**config.mk**
```make
export PLATFORM = sky130hd
export DESIGN_NAME = loop_replay_buffer
export DESIGN_NICKNAME = d
export VERILOG_FILES = /design/src/rtl/loop_replay_buffer.sv
export SDC_FILE = /design/constraint.sdc
export NUM_CORES = 1
export LEC_CHECK = 0
export CAP_MARGIN = 20
export CORE_MARGIN = 2
export CORE_UTILIZATION = 30
export CTS_CLUSTER_DIAMETER = 100
export DETAILED_ROUTE_END_ITERATION = 6
export PLACE_DENSITY = 0.48
export SYNTH_ARGS = -nofsm -noshare
export SYNTH_HDL_FRONTEND = slang
export SYNTH_SLANG_ARGS = --single-unit
```
**constraint.sdc**
```tcl
create_clock -name clk -period 5.1 [get_ports clk]
set_input_delay 1.02 -clock clk [delete_from_list [all_inputs] [get_ports clk]]
set_output_delay 1.02 -clock clk [all_outputs]
set_load 0.01 [all_outputs]
```
**src/rtl/loop_replay_buffer.sv**
```systemverilog
// Loop replay buffer: detects a short backward-branch loop, captures one iteration of its body
// and replays it from the buffer while holding fetch off.
module loop_replay_buffer #(
  parameter int unsigned XLEN       = 32,
  parameter int unsigned DEPTH      = 8,
  parameter int unsigned ITER_LIMIT = 0
) (
  input  logic            clk,
  input  logic            reset,
  input  logic            in_valid,
  input  logic [XLEN-1:0] curr_PC,
  input  logic [XLEN-1:0] instruction,
  input  logic [XLEN-1:0] immediate,
  input  logic            mispredict,
  output logic            block_signal,
  output logic            flush,
  output logic            redirect,
  output logic [XLEN-1:0] new_pc,
  output logic [XLEN-1:0] out_instruction,
  output logic            out_valid
);

  localparam int unsigned IW = $clog2(DEPTH);

  typedef enum logic [1:0] {StIdle, StCapture, StReplay} state_e;

  state_e          state_q, state_d;
  logic [XLEN-1:0] head_q, head_d;
  logic [XLEN-1:0] br_q, br_d;
  logic [IW-1:0]   last_q, last_d;  // loop length minus one, i.e. index of the branch entry
  logic [IW-1:0]   wr_idx_q, wr_idx_d;
  logic [IW-1:0]   rd_idx_q, rd_idx_d;
  logic [15:0]     iter_q, iter_d;
  logic            pt_valid_q, pt_valid_d;
  logic [XLEN-1:0] pt_instr_q, pt_instr_d;
  logic            flush_q, flush_d;
  logic            redirect_q, redirect_d;
  logic [XLEN-1:0] redir_pc_q, redir_pc_d;
  logic [XLEN-1:0] mem_q [DEPTH];

  logic            we;
  logic            arm;
  logic            abort;
  logic            is_loop_br;
  logic [XLEN-1:0] neg_imm;
  logic [XLEN-1:0] tgt_pc;
  logic [XLEN-1:0] exp_pc;
  logic [XLEN-1:0] rd_pc;

  assign neg_imm    = -immediate;
  assign tgt_pc     = curr_PC + (immediate << 2);
  assign exp_pc     = head_q + (XLEN'(wr_idx_q) << 2);
  assign rd_pc      = head_q + (XLEN'(rd_idx_q) << 2);
  // -imm in [1, DEPTH-1] is the same as 2 <= 1-imm <= DEPTH for a negative offset.
  assign is_loop_br = in_valid && (instruction[6:0] == 7'b1100011) && immediate[XLEN-1] &&
                      (neg_imm <= XLEN'(DEPTH - 1));

  always_comb begin
    state_d    = state_q;
    head_d     = head_q;
    br_d       = br_q;
    last_d     = last_q;
    wr_idx_d   = wr_idx_q;
    rd_idx_d   = rd_idx_q;
    iter_d     = iter_q;
    pt_valid_d = in_valid;
    pt_instr_d = instruction;
    flush_d    = 1'b0;
    redirect_d = 1'b0;
    redir_pc_d = '0;
    we         = 1'b0;
    arm        = 1'b0;
    abort      = 1'b0;

    unique case (state_q)
      StIdle: begin
        arm = is_loop_br;
      end
      StCapture: begin
        abort = mispredict ||
                (in_valid && ((curr_PC != exp_pc) || ((wr_idx_q == last_q) && (curr_PC != br_q))));
        if (abort) begin
          state_d = StIdle;
          arm     = is_loop_br;
        end else if (in_valid) begin
          we = 1'b1;
          if (wr_idx_q == last_q) begin
            state_d  = StReplay;
            rd_idx_d = '0;
            iter_d   = '0;
          end else begin
            wr_idx_d = wr_idx_q + 1'b1;
          end
        end
      end
      StReplay: begin
        pt_valid_d = 1'b0;
        if (mispredict) begin
          state_d    = StIdle;
          flush_d    = 1'b1;
          redirect_d = 1'b1;
          redir_pc_d = br_q + XLEN'(4);
        end else if (rd_idx_q == last_q) begin
          rd_idx_d = '0;
          iter_d   = iter_q + 16'd1;
          if ((ITER_LIMIT != 0) && (iter_d == 16'(ITER_LIMIT))) begin
            state_d    = StIdle;
            redirect_d = 1'b1;
            redir_pc_d = head_q;
          end
        end else begin
          rd_idx_d = rd_idx_q + 1'b1;
        end
      end
      default: state_d = StIdle;
    endcase

    if (arm) begin
      state_d  = StCapture;
      head_d   = tgt_pc;
      br_d     = curr_PC;
      last_d   = IW'(neg_imm);
      wr_idx_d = '0;
    end
  end

  always_ff @(posedge clk) begin
    if (reset) begin
      state_q    <= StIdle;
      head_q     <= '0;
      br_q       <= '0;
      last_q     <= '0;
      wr_idx_q   <= '0;
      rd_idx_q   <= '0;
      iter_q     <= '0;
      pt_valid_q <= 1'b0;
      pt_instr_q <= '0;
      flush_q    <= 1'b0;
      redirect_q <= 1'b0;
      redir_pc_q <= '0;
    end else begin
      state_q    <= state_d;
      head_q     <= head_d;
      br_q       <= br_d;
      last_q     <= last_d;
      wr_idx_q   <= wr_idx_d;
      rd_idx_q   <= rd_idx_d;
      iter_q     <= iter_d;
      pt_valid_q <= pt_valid_d;
      pt_instr_q <= pt_instr_d;
      flush_q    <= flush_d;
      redirect_q <= redirect_d;
      redir_pc_q <= redir_pc_d;
    end
  end

  // Buffer contents are don't-care until written, so no reset.
  always_ff @(posedge clk) begin
    if (we) begin
      mem_q[wr_idx_q] <= instruction;
    end
  end

  assign block_signal    = (state_q == StReplay);
  assign out_valid       = block_signal | pt_valid_q;
  assign out_instruction = block_signal ? mem_q[rd_idx_q] : pt_instr_q;
  assign new_pc          = block_signal ? rd_pc : redir_pc_q;
  assign flush           = flush_q;
  assign redirect        = redirect_q;

endmodule

```
Word-level counts from Yosys, hierarchy flattened --
Memory sizes are Yosys's and may differ from the RTL's. A register that Yosys moved wholly into a read port is not among the register bits. Index checks and enable logic that the tools add are counted.
Operators by class: add/sub/neg operators 7, magnitude comparators 1, equal/unequal tests 18, mux-type cells 24, bitwise gates (word level) 6, reduce and logical (&&, ||, !) cells 17
Operators with widths (number):
- 32-bit by 5-bit adder with 32-bit output | 2
- 32-bit two-way mux | 2
- 32-bit != test | 2
- 32-bit by 3-bit adder with 32-bit output, second input constant | 1
- 32-bit adder | 1
- 32-bit by 3-bit less-or-equal comparator with 1-bit output, second input constant | 1
- 32-bit negator | 1
- 3-bit two-way mux | 7
- 2-bit != test, second input constant | 6
- 4-bit AND reduction | 3
- 1-bit two-way mux | 8
- 2-bit two-way mux | 4
- 4-bit != test, second input constant | 2
- 7-bit equality test, second input constant | 1
- 3-bit by 1-bit adder with 3-bit output, second input constant | 2
- 3-bit equality test | 2
- 3-bit != test, second input constant | 2
- 2-bit one-hot mux with 3 select lines | 1
- 3-bit one-hot mux with 2 select lines | 1
- 2-bit OR reduction | 3
- 1-bit logical AND | 5
- 1-bit NOT | 5
- 5-bit AND reduction | 1
- 3-bit by 2-bit != test with 1-bit output, second input constant | 1
- 8 further kinds | 9
Storage, ports and cells: register bits 141, bits in writable memories 256, input bits 100, memories kept 1
Memory list:
- mem_q | depth 8, bits a word 32, read ports 1, clocked after Yosys merged registers in 1, wr ports 1, line 39 | logic [XLEN-1:0] mem_q [DEPTH];

Depth between registers and ports, before layout --
Gate-level depths: netlist of the first run.
depth in word-level cells 9, mapped depth 15, depth with buffers taken out 13

Worst setup path after synthesis of the first run --
Ideal clock, no wire load.
path type register -> register, start reg wr_idx_q[0], end mem mem_q[0][0] (enable), setup time 0.461 ns, arrival 4.888 ns, required time 4.639 ns, slack -0.249 ns, stages on the path, launching flop included 11, buffers on the path 0, path through dfxtp_1 -> ha_1 -> fa_1 -> a21o_1 -> nand3_1 -> mux2_2 -> a2111oi_0 -> nand4_1 -> a2111oi_4 -> nand4_1 -> nor3_1
Between the ends: cells in the longest elaborated chain, start to end 9, elaborated cells on any way between the ends 11
Ends and longest elaborated chain:
- start: declaration | line 31 | logic [IW-1:0] wr_idx_q, wr_idx_d;
- start signal: assignment | line 146 | wr_idx_q <= wr_idx_d;
- 32-bit by 5-bit adder with 32-bit output or 3-bit equality test (tied branches) | line 52, 81
- 32-bit != test or 1-bit logical AND (tied branches) | line 81 | (in_valid && ((curr_PC != exp_pc) || ((wr_idx_q == last_q) && (curr_PC != br_q))));
- 1-bit logical OR | line 81
- 1-bit logical AND | line 81
- 1-bit logical OR | line 80 | abort = mispredict ||
- 1-bit two-way mux | line 82 | if (abort) begin
- 1-bit two-way mux | line 75 | unique case (state_q)
- 1-bit two-way mux | line 159 | if (we) begin
- 1-bit two-way mux (not written as such) | line 160 | mem_q[wr_idx_q] <= instruction;
- end: declaration | line 39
Several ways; a longest one is shown, not always the timed one.

Worst setup path after layout of the first run --
start reg rd_idx_q[1], end out new_pc[31]
Between the ends: cells in the longest elaborated chain, start to end 2
Ends and longest elaborated chain:
- start: declaration | line 32 | logic [IW-1:0] rd_idx_q, rd_idx_d;
- start signal: assignment | line 147 | rd_idx_q <= rd_idx_d;
- 32-bit by 5-bit adder with 32-bit output | line 53 | assign rd_pc = head_q + (XLEN'(rd_idx_q) << 2);
- 32-bit two-way mux | line 167 | assign new_pc = block_signal ? rd_pc : redir_pc_q;
- end: declaration | line 18 | output logic [XLEN-1:0] new_pc,
Every way passes these cells.

==> summary.txt, run 1 <==
Logic synthesis
  – Library cells used by synthesis: 76
  – Main synth FF type: edfxtp_1
  – Post-Synthesis Cells: 1605
  – Async S/R FF share, synth: 0%
  – Seq cells post-synth: 398
  – Synthesized cell area: 19300 um2
  – Synth warnings: 0
  – Post-synth EDFFs: 256
  – Sequential fraction of the synthesis area: 54.6%
  – Dominant cell type by area after synthesis: edfxtp_1
  – Top post-synthesis cells by area: edfxtp_1 40%, dfxtp_1 15%, mux4_2 7.5%
  – Yosys top cell area share: 39.9%
  – Mapped Avg Cell Area: 12.0 um2
  – Syn nets: 1747

Power and ir drop
  – Sequential share of power: 45.8%
  – Sw Ratio: 23.1%
  – P per Cell Area: 311 nW/um2
  – Worst vdd ir: 0.224 mV
  – P_int: 5780 uW
  – NetSw: 1740 uW
  – Static leakage: 0.00831 uW
  – Combinational share of power: 7.2%
  – Clock Power Share: 47.1%

Timing
  – Achievable frequency: 206 MHz
  – Slew margin rel.: 31.3%
  – PnR worst setup slack: 0.244 ns
  – Total negative slack: 0 ns
  – RSZ-0062 raised after global routing: false
  – Fin crit share: 95.2%
  – Fin. Hold Viols: 0
  – Worst Skew: 0.0207 ns
  – Final-report max-slew violation count: 0
  – Worst slew pin tran: 1.02 ns
  – Setup Viol. Count Final: 0
  – Final min period: 4.86 ns

Finish
  – Area Overhead vs Synth: 25.5%
  – Nets: 1957
  – Fillers: 6113
  – Antenna diodes: 0
  – Share of layout cells above drive strength 1: 13.4%

GRT
  – GRT Overall Usage: 17.5%
  – Gr ovfl total: 0
  – Vias in the first global route: 13800
  – Global Route met1 Usage: 22.6%
  – First-pass GRT wire length: 87500 um
  – Antenna violations before repair: 1
  – Met3 Use GR: 3.18%
  – Pin count of the biggest net entering global routing: 73
  – Met2 Use GR: 30.0%
  – Most Crowded Layer GR: met2

Placement
  – Port buffer count: 167
  – Detailed placer's ending HPWL: 42200 um
  – Placement Setup Slack: 0.300 ns
  – RePlAce Congestion: 0.927

Drt
  – DRT Wirelength: 58100 um
  – Post-route ant nets: 0
  – Wire per inst: 21.5 um
  – Routed vias: 13400
  – First-pass DRT Iterations: 5
  – Starting DRT DRC Count: 831
  – Drt drc: 0
  – DR vias/cell: 4.95

CTS
  – Clock slew at reported path FFs: 0.06 ns
  – Clock root cell: clkbuf_16
  – Setup Fix Bufs, Post-CTS: 0
  – Clk sinks: 398
  – H-tree depth: 2
  – Clock latency on the worst-skew pair: 0.60 ns
  – Max clock buf depth: 3
  – Num CTS Buffers: 48
  – CTS tree: done

Setup path
  – Required time worst endpoint: 4.08 ns
  – Worst Path Arrival: 3.84 ns
  – Worst Setup End Kind: output port
  – Critical Path Fanout Max: 5
  – R2R cell count: 12
  – R2R Path End: head_q[14]
  – Crit path kind: reg -> out
  – Worst r2r src: wr_idx_q[1]
  – R2r setup slk: 0.78 ns
  – CP startpoint kind: flip-flop

Hold path
  – Worst Hold Class: reg -> reg
  – Worst Hold Path Cells: 1
  – Hold Path Origin: br_q[2]
  – Worst Hold End: redir_pc_q[2]

Flow run
  – Max-cap violations: 0

Floorplan
  – Core area: 63300 um2
  – Die footprint: 66300 um2
  – Starting density of the core: 30.4%
  – I/O Pins: 168
  – Die Y: 257 um
  – Rows: 92
  – Die X: 257 um

Outcome
  – Status: finished, final reports clean
## synthesized netlist by cell type, types with 14 or more instances
library cell and number:
nand3_1 52, edfxtp_1 256, o21ai_0 85, nor2_1 148
dfxtp_1 142, nor2b_1 40, nor3_1 29, ha_1 39
clkbuf_1 48, and3_1 14, nand4_1 30, a21o_1 14
nand2_1 135, mux2i_1 99, mux4_2 64, xnor2_1 112
xor2_1 52, a21oi_1 43, inv_1 26
## state kept, by name, summed over array words and instances, names as in the netlist, named ones only
register and cells:
mem_q 256, head_q 32, pt_instr_q 32, redir_pc_q 32, br_q 30, last_q 3, rd_idx_q 3, wr_idx_q 3
state_q 2, pt_valid_q 1, redirect 1
## worst max-delay path: stages (launching register included)
cell             delay, ns
dfxtp_1               0.43
ha_1                  0.27
a21o_1                0.18
a21oi_1               0.28
nor2_1                0.18
and4_1                0.31
nand2_1               0.15
nor2_1                0.08
xnor2_1               0.12
o21ai_0               0.56
clkdlybuf4s50_1       0.67
## per-layer routing
metal | share of wire (%) | routed length [um]
met1 | 44 | 25300
met2 | 49 | 28400
met3 | 5.2 | 3000
met4 | 2.3 | 1320
met5 | 0.022 | 13
## worst max-delay path by stage
stage,start,to,slack [ns],cells after the start
floorplan,wr_idx_q[0],mem_q[6][0],0.60,10
global placement,immediate[14],br_q[12],0.23,11
detailed placement,immediate[14],head_q[14],0.30,11
CTS,rd_idx_q[0],new_pc[26],0.05,12
global route,rd_idx_q[0],new_pc[26],0.08,12
finish,rd_idx_q[1],new_pc[31],0.24,10
## final cells by class
cell class	count	area (um2)	area share [%]
well taps	846	1060	4.37
clock buffers	57	1260	5.23
multi-input cells	1101	8380	34.6
clock inverters	33	380	1.57
flip-flops and latches	398	10500	43.5
inverters	26	97.6	0.403
repair buffers	240	2480	10.2
## stage by stage
stage	util [%]	hold slack, ns	area (um2)	power, uW	instances
5_1_grt	38.2	0.548	24200	7780	2701
6_report	38.2	0.517	24200	7510	2701
3_5_place_dp	35.6	0.502	22500	4050	2611
3_3_place_gp	35.6	0.503	22500	4050	2611
2_1_floorplan	-	0.459	19300	3760	1605
4_1_cts	38.2	0.519	24200	7610	2701
## placed cells by master, fill, tap and decap left out, types with 30 or more instances in the layout
cell             instances
xnor2_1                111
nor2_1                 142
clkbuf_16               48
mux4_2                  64
nor2b_1                 39
buf_4                   53
dfxtp_1                138
o21ai_0                 84
clkdlybuf4s50_1        166
xor2_1                  52
mux2i_1                 99
ha_1                    39
nand2_1                135
a21oi_1                 43
edfxtp_1               256
nand3_1                 52
nand4_1                 30
## power by group through the flow
stage / Sequential [uW] / Combinational [uW] / Clock (uW)
CTS: 3440 / 540 / 3630
global placement: 3510 / 537 / 0
detailed placement: 3510 / 538 / 0
finish: 3440 / 539 / 3540
global route: 3440 / 585 / 3760
floorplan: 3510 / 252 / 0
## cells by family (layout without fill, tap and decap cells)
logic type                 after synthesis  count (layout)  share of synthesized area [%]
muxes                                  166             166                           12.8
DFF                                    398             398                           54.6
buffers and inverters                  106             356                           2.41
AOI/OAI and AO/OA                      217             217                           7.10
and+or+nand+nor                        512             512                           12.8
adders and majority gates               42              42                           2.84
xor gates and xnor gates               164             164                           7.45
## what timing repair did
action                                  CTS  global route
gates resized for setup                   2             4
endpoints found under the setup margin    1             3
hold buffers                              0             0
No activity file was read; power rests on OpenSTA's default activity.
==> run 2: changes to the inputs <==
--- a/config.mk
+++ b/config.mk
@@ -6,11 +6,13 @@
 export NUM_CORES = 1
 export LEC_CHECK = 0
 export CAP_MARGIN = 20
+export CORE_ASPECT_RATIO = 0.8
 export CORE_MARGIN = 2
 export CORE_UTILIZATION = 30
 export CTS_CLUSTER_DIAMETER = 100
 export DETAILED_ROUTE_END_ITERATION = 6
 export PLACE_DENSITY = 0.48
+export SKIP_CTS_REPAIR_TIMING = 1
 export SYNTH_ARGS = -nofsm -noshare
 export SYNTH_HDL_FRONTEND = slang
 export SYNTH_SLANG_ARGS = --single-unit
==> summary.txt, run 2 (synthesis gave the netlist of run 1 again) <==
Timing
  – Worst slew pin tran: 0.909 ns (-0.112 ns)
  – Setup Viol. Count Final: 0 (unchanged)
  – Fin. Hold Viols: 0 (unchanged)
  – Slew margin rel.: 38.9% (+7.5 points)
  – Achievable frequency: 202 MHz (-2.0%)
  – Final-report max-slew violation count: 0 (unchanged)
  – Worst Skew: 0.0230 ns (+0.00233 ns)
  – RSZ-0062 raised after global routing: false
  – Fin crit share: 97.2% (+2.0 points)
  – Final min period: 4.96 ns (+0.0997 ns)

Floorplan
  – Die footprint: 66300 um2 (about the same)
  – Starting density of the core: 30.2% (-0.27 points)
  – I/O Pins: 168 (unchanged)
  – Die X: 287 um (+12%)
  – Rows: 83 (-9.8%)
  – Core area: 63900 um2 (+0.88%)
  – Die Y: 231 um (-10%)

Power and ir drop
  – Worst vdd ir: 0.230 mV (+2.8%)
  – P per Cell Area: 301 nW/um2 (-3.2%)
  – Static leakage: 0.00824 uW (-0.90%)

Outcome
  – Status: finished, final reports clean

GRT
  – First-pass GRT wire length: 85500 um (-2.2%)
  – Antenna violations before repair: 0 (-1)
  – Pin count of the biggest net entering global routing: 60 (-18%)
  – Vias in the first global route: 13100 (-5.1%)
  – GRT Overall Usage: 17.3% (-0.16 points)
  – Gr ovfl total: 0 (unchanged)

Finish
  – Largest Register: mem_q
  – Finished Core Util: 37.5% (-0.71 points)
  – Final Instance Area: 24000 um2 (-1.0%)
  – Antenna diodes: 0 (unchanged)
  – Most frequent cells in the layout: 256 x edfxtp_1, 165 x clkdlybuf4s50_1, 142 x nor2_1
  – Area Overhead vs Synth: 24.3%
  – Nets: 1956 (-0.051%)
  – Share of layout cells above drive strength 1: 13.0% (-0.44 points)
  – Number of flip-flops in the largest register: 256 (unchanged)
  – Most common cell after layout, fill and taps aside: edfxtp_1

Hold path
  – Worst Hold Class: reg -> reg
  – Hold Path Origin: br_q[2]

Drt
  – Wire per inst: 21.4 um (-0.39%)
  – Drt drc: 0 (unchanged)
  – DR vias/cell: 4.94 (-0.11%)
  – Routed vias: 13300 (-0.19%)
  – First-pass DRT Iterations: 6 (+1)
  – DRT Wirelength: 57800 um (-0.47%)
  – Starting DRT DRC Count: 1085 (+31%)
  – Post-route ant nets: 0 (unchanged)

Placement
  – Port buffer count: 167 (unchanged)
  – RePlAce Congestion: 0.890 (-4.0%)
  – Placed instance area: 22500 um2 (-0.16%)
  – Detailed placer's ending HPWL: 40500 um (-4.1%)

CTS
  – Clock latency on the worst-skew pair: 0.59 ns (about the same)
  – Num CTS Buffers: 44 (-8.3%)
  – Max clock buf depth: 3 (unchanged)
  – CTS tree: done
  – H-tree depth: 2 (unchanged)
  – Clock slew at reported path FFs: 0.05 ns (about the same)
  – Clk sinks: 398 (unchanged)
  – Clock root cell: clkbuf_16

Setup path
  – Crit path kind: reg -> out
  – Critical Path Start: rd_idx_q[0]
  – Worst r2r src: wr_idx_q[0]
  – Worst Setup End Kind: output port
  – Required time worst endpoint: 4.08 ns (about the same)
  – Worst Path Arrival: 3.94 ns (+0.10 ns)
  – Critical Path Fanout Max: 5 (unchanged)
  – CP startpoint kind: flip-flop

Flow run
  – Max-cap violations: 0 (unchanged)
## run 2: cell count changes in the layout (fill, tap and decap cells not counted), moves of 2 or more
cell and delta:
inv_6 -2, buf_12 -5, bufinv_16 -2, clkinv_4 -2, clkbuf_16 -3, clkinv_1 -2
clkbuf_1 +2, buf_4 +8
## run 2: routing by layer
metal / global-route usage (%) / wire (um)
met1: 26.5 / 29400
met3: 3.03 / 3160
met5: 0 / 0
met2: 24.9 / 24000
met4: 4.57 / 1240
## run 2: through the flow
| step | power (uW) | TNS [ns] | std cells | setup slack, ns | hold WS [ns] |
|---|---|---|---|---|---|
| after floorplan | 3760 | 0 | 1605 | 0.598 | 0.459 |
| after global routing | 7450 | 0 | 2699 | 0.0187 | 0.556 |
| final | 7200 | 0 | 2699 | 0.144 | 0.516 |
| after global placement | 4050 | 0 | 2618 | 0.121 | 0.512 |
| after CTS | 7300 | -0.0477 | 2699 | -0.0283 | 0.525 |
| after detailed placement | 4050 | 0 | 2618 | 0.186 | 0.511 |
## run 2: critical path, stage by stage (launching register included)
cell	delay, ns
dfxtp_1	0.43
ha_1	0.21
inv_1	0.05
fa_1	0.41
nor2b_2	0.19
o2111ai_1	0.12
buf_4	0.19
nand2b_1	0.18
nor3_1	0.27
nand3_1	0.13
xnor2_1	0.19
o21ai_1	0.27
buf_4	0.18
clkdlybuf4s50_1	0.53
## run 2: cell type report
type / instances / area, um2
Inverter: 26 / 97.6
Multi-Input combinational cell: 1101 / 8360
Clock inverter: 25 / 253
Sequential cell: 398 / 10500
Timing Repair Buffer: 243 / 2440
Tap cell: 850 / 1060
Fill cell: 6149 / 39900
Clock buffer: 56 / 1200
## run 2: report_power, final
part           switching, uW  internal [uW]  leakage [uW]
Combinational            308            240       0.00407
Clock                   1340           1870      0.000714
Sequential              3.00           3440       0.00345
## run 2: path summary, 6_finish.rpt
path                   endpoint  slack, ns  cells after the start
setup / recovery     new_pc[26]       0.14                     13
hold / removal    redir_pc_q[2]       0.52                      1
setup reg to reg   mem_q[1][10]       0.71                     13
hold reg to reg   redir_pc_q[2]       0.52                      1
==> run 3: changes to the inputs <==
--- a/config.mk
+++ b/config.mk
@@ -9,7 +9,7 @@
 export CORE_ASPECT_RATIO = 0.8
 export CORE_MARGIN = 2
 export CORE_UTILIZATION = 30
-export CTS_CLUSTER_DIAMETER = 100
+export CTS_CLUSTER_SIZE = 20
 export DETAILED_ROUTE_END_ITERATION = 6
 export PLACE_DENSITY = 0.48
 export SKIP_CTS_REPAIR_TIMING = 1
==> results of run 3 <==
Final layout, timing and power as in run 2 (identical DEF).
==> edit, RTL diff (flow settings as in run 2) <==
Encoding of `state_e`: now one-hot (3 bits for 3 states).
--- a/src/rtl/loop_replay_buffer.sv
+++ b/src/rtl/loop_replay_buffer.sv
@@ -24,3 +24,3 @@
 
-  typedef enum logic [1:0] {StIdle, StCapture, StReplay} state_e;
+  typedef enum logic [2:0] {StIdle = 3'b001, StCapture = 3'b010, StReplay = 3'b100} state_e;
 
Function: same outputs for any inputs over 4 cycles, from zero or initial values and one cycle with reset high; so few cycles prove little.
==> edit against run 2 <==
Sequential share of layout area decreased by 0.079 points. Synthesized cell count increased by 0.37%. Utilization about the same. Sequential cell count increased by 1. Area after synthesis increased by 0.52%. Fmax increased by 1.0%. Total power about the same. Hold slack improved by 9.1 ps. Final cell count increased by 0.33%. Cell area increased by 0.38%. Wire length increased by 0.35%. Worst setup slack improved by 51 ps.
==> edit: results (changes against run 2) <==
[placement]
gp_congestion = 0.9112  ; was 0.8896
dp_hpwl_mm = 41.47  ; was 40.46 mm
dp.cells = 2623  ; was 2,618
post_dp_cell_area_um2 = 22530  ; was 22,490 um^2
pre_cts_slack_ps = 81.92  ; was 185.6 ps

[worst_setup_path]
critPathMaxStageDelay_ps = 650  ; was 530 ps
path_delay_family = simple AND/OR/NAND/NOR gates  ; was buffers and inverters
arrival_ps = 3890  ; was 3940 ps
rr_endpoint = mem_q[0][21]  ; was mem_q[1][10]

[power]
sw_frac_of_total_pct = 22.54  ; was 22.93%
leakage_nw = 7.738  ; was 8.236 nW
ir_drop_mv = 0.2088  ; was 0.2303 mV

[cts]
clock-sinks = 399  ; was 398
cts-buffers-inserted = 45  ; was 44

[route]
num_vias = 13530  ; was 13,330
m1WireLength_mm = 29.02  ; was 29.39 mm
met3_wirelength_mm = 3.042  ; was 3.155 mm
wl_met2_mm = 24.90  ; was 24.02 mm
top_layer = met5  ; was met4

[global_route]
grt_max_degree = 78  ; was 60
antenna_found_initial = 1  ; was 0
met2_usage_pct = 25.46  ; was 24.94%
grtUsageTotal_pct = 17.34  ; was 17.32%
grt_pass1_wl_mm = 86.51  ; was 85.54 mm
use_met3_pct = 2.835  ; was 3.034%

[finish]
seqCellArea_um2 = 10560  ; was 10,540 um^2
nMultiInputCombCells = 1104  ; was 1,101
n_fill_cell = 6231  ; was 6,149
layout.clock.cell_area_share_pct = 6.098  ; was 6.054%
nNonClkInverters = 31  ; was 26
drive_above_1_share_pct = 12.49  ; was 12.98%
signal_buffers = 240  ; was 243
sh_seq_area_pct = 43.91  ; was 43.99%

[logic_synthesis]
synth-xor-area-share_pct = 7.278  ; was 7.452%
synth_compound_area_share_pct = 7.516  ; was 7.101%
synth.top_cells.by_area = edfxtp_1 (40%), dfxtp_1 (15%), mux4_2 (7.4%)  ; was edfxtp_1 (40%), dfxtp_1 (15%), mux4_2 (7.5%)
synth_common_cells = edfxtp_1 (256), dfxtp_1 (143), nor2_1 (138)  ; was edfxtp_1 (256), nor2_1 (148), dfxtp_1 (142)
synth_fa_ha_area_share_pct = 2.828  ; was 2.843%
synthMuxAreaShare_pct = 12.51  ; was 12.79%
synthesis.nets = 1753  ; was 1,747
synth.avg_cell_area_um2 = 12.03  ; was 12.01 um^2

[min_path]
min-delay-start = head_q[0]  ; was br_q[2]
holdPathEnd = redir_pc_q[0]  ; was redir_pc_q[2]

[sta]
worst_pin_slew_ps = 951.4  ; was 908.6 ps
final.setup_skew_ps = 23.95  ; was 22.99 ps

[run_status]
status = completed  ; unchanged

-- edit: cell count changes after synthesis, moves of 5 or more --
| cell | run 2 | this run |
|---|---|---|
| nand3_1 | 52 | 31 |
| nor2_1 | 148 | 138 |
| o22ai_1 | 1 | 10 |
| or3_1 | 5 | 14 |
| nand2_1 | 135 | 127 |
| nor4_1 | 12 | 20 |
| a21oi_1 | 43 | 36 |
| or4_1 | 2 | 9 |
| and3_1 | 14 | 20 |
| buf_2 | 10 | 5 |
| xnor2_1 | 112 | 107 |
-- edit: how the worst max path moves through the flow --
stage / start / end / slack, ps / cells after the start
after floorplan: curr_PC[8] / mem_q[2][0] / 200 / 9
after global placement: immediate[0] / br_q[26] / 70 / 13
after detailed placement: instruction[4] / head_q[14] / 80 / 12
after CTS: rd_idx_q[0] / new_pc[28] / -490 / 13
after global routing: head_q[2] / new_pc[22] / 20 / 12
final: head_q[2] / new_pc[22] / 190 / 12
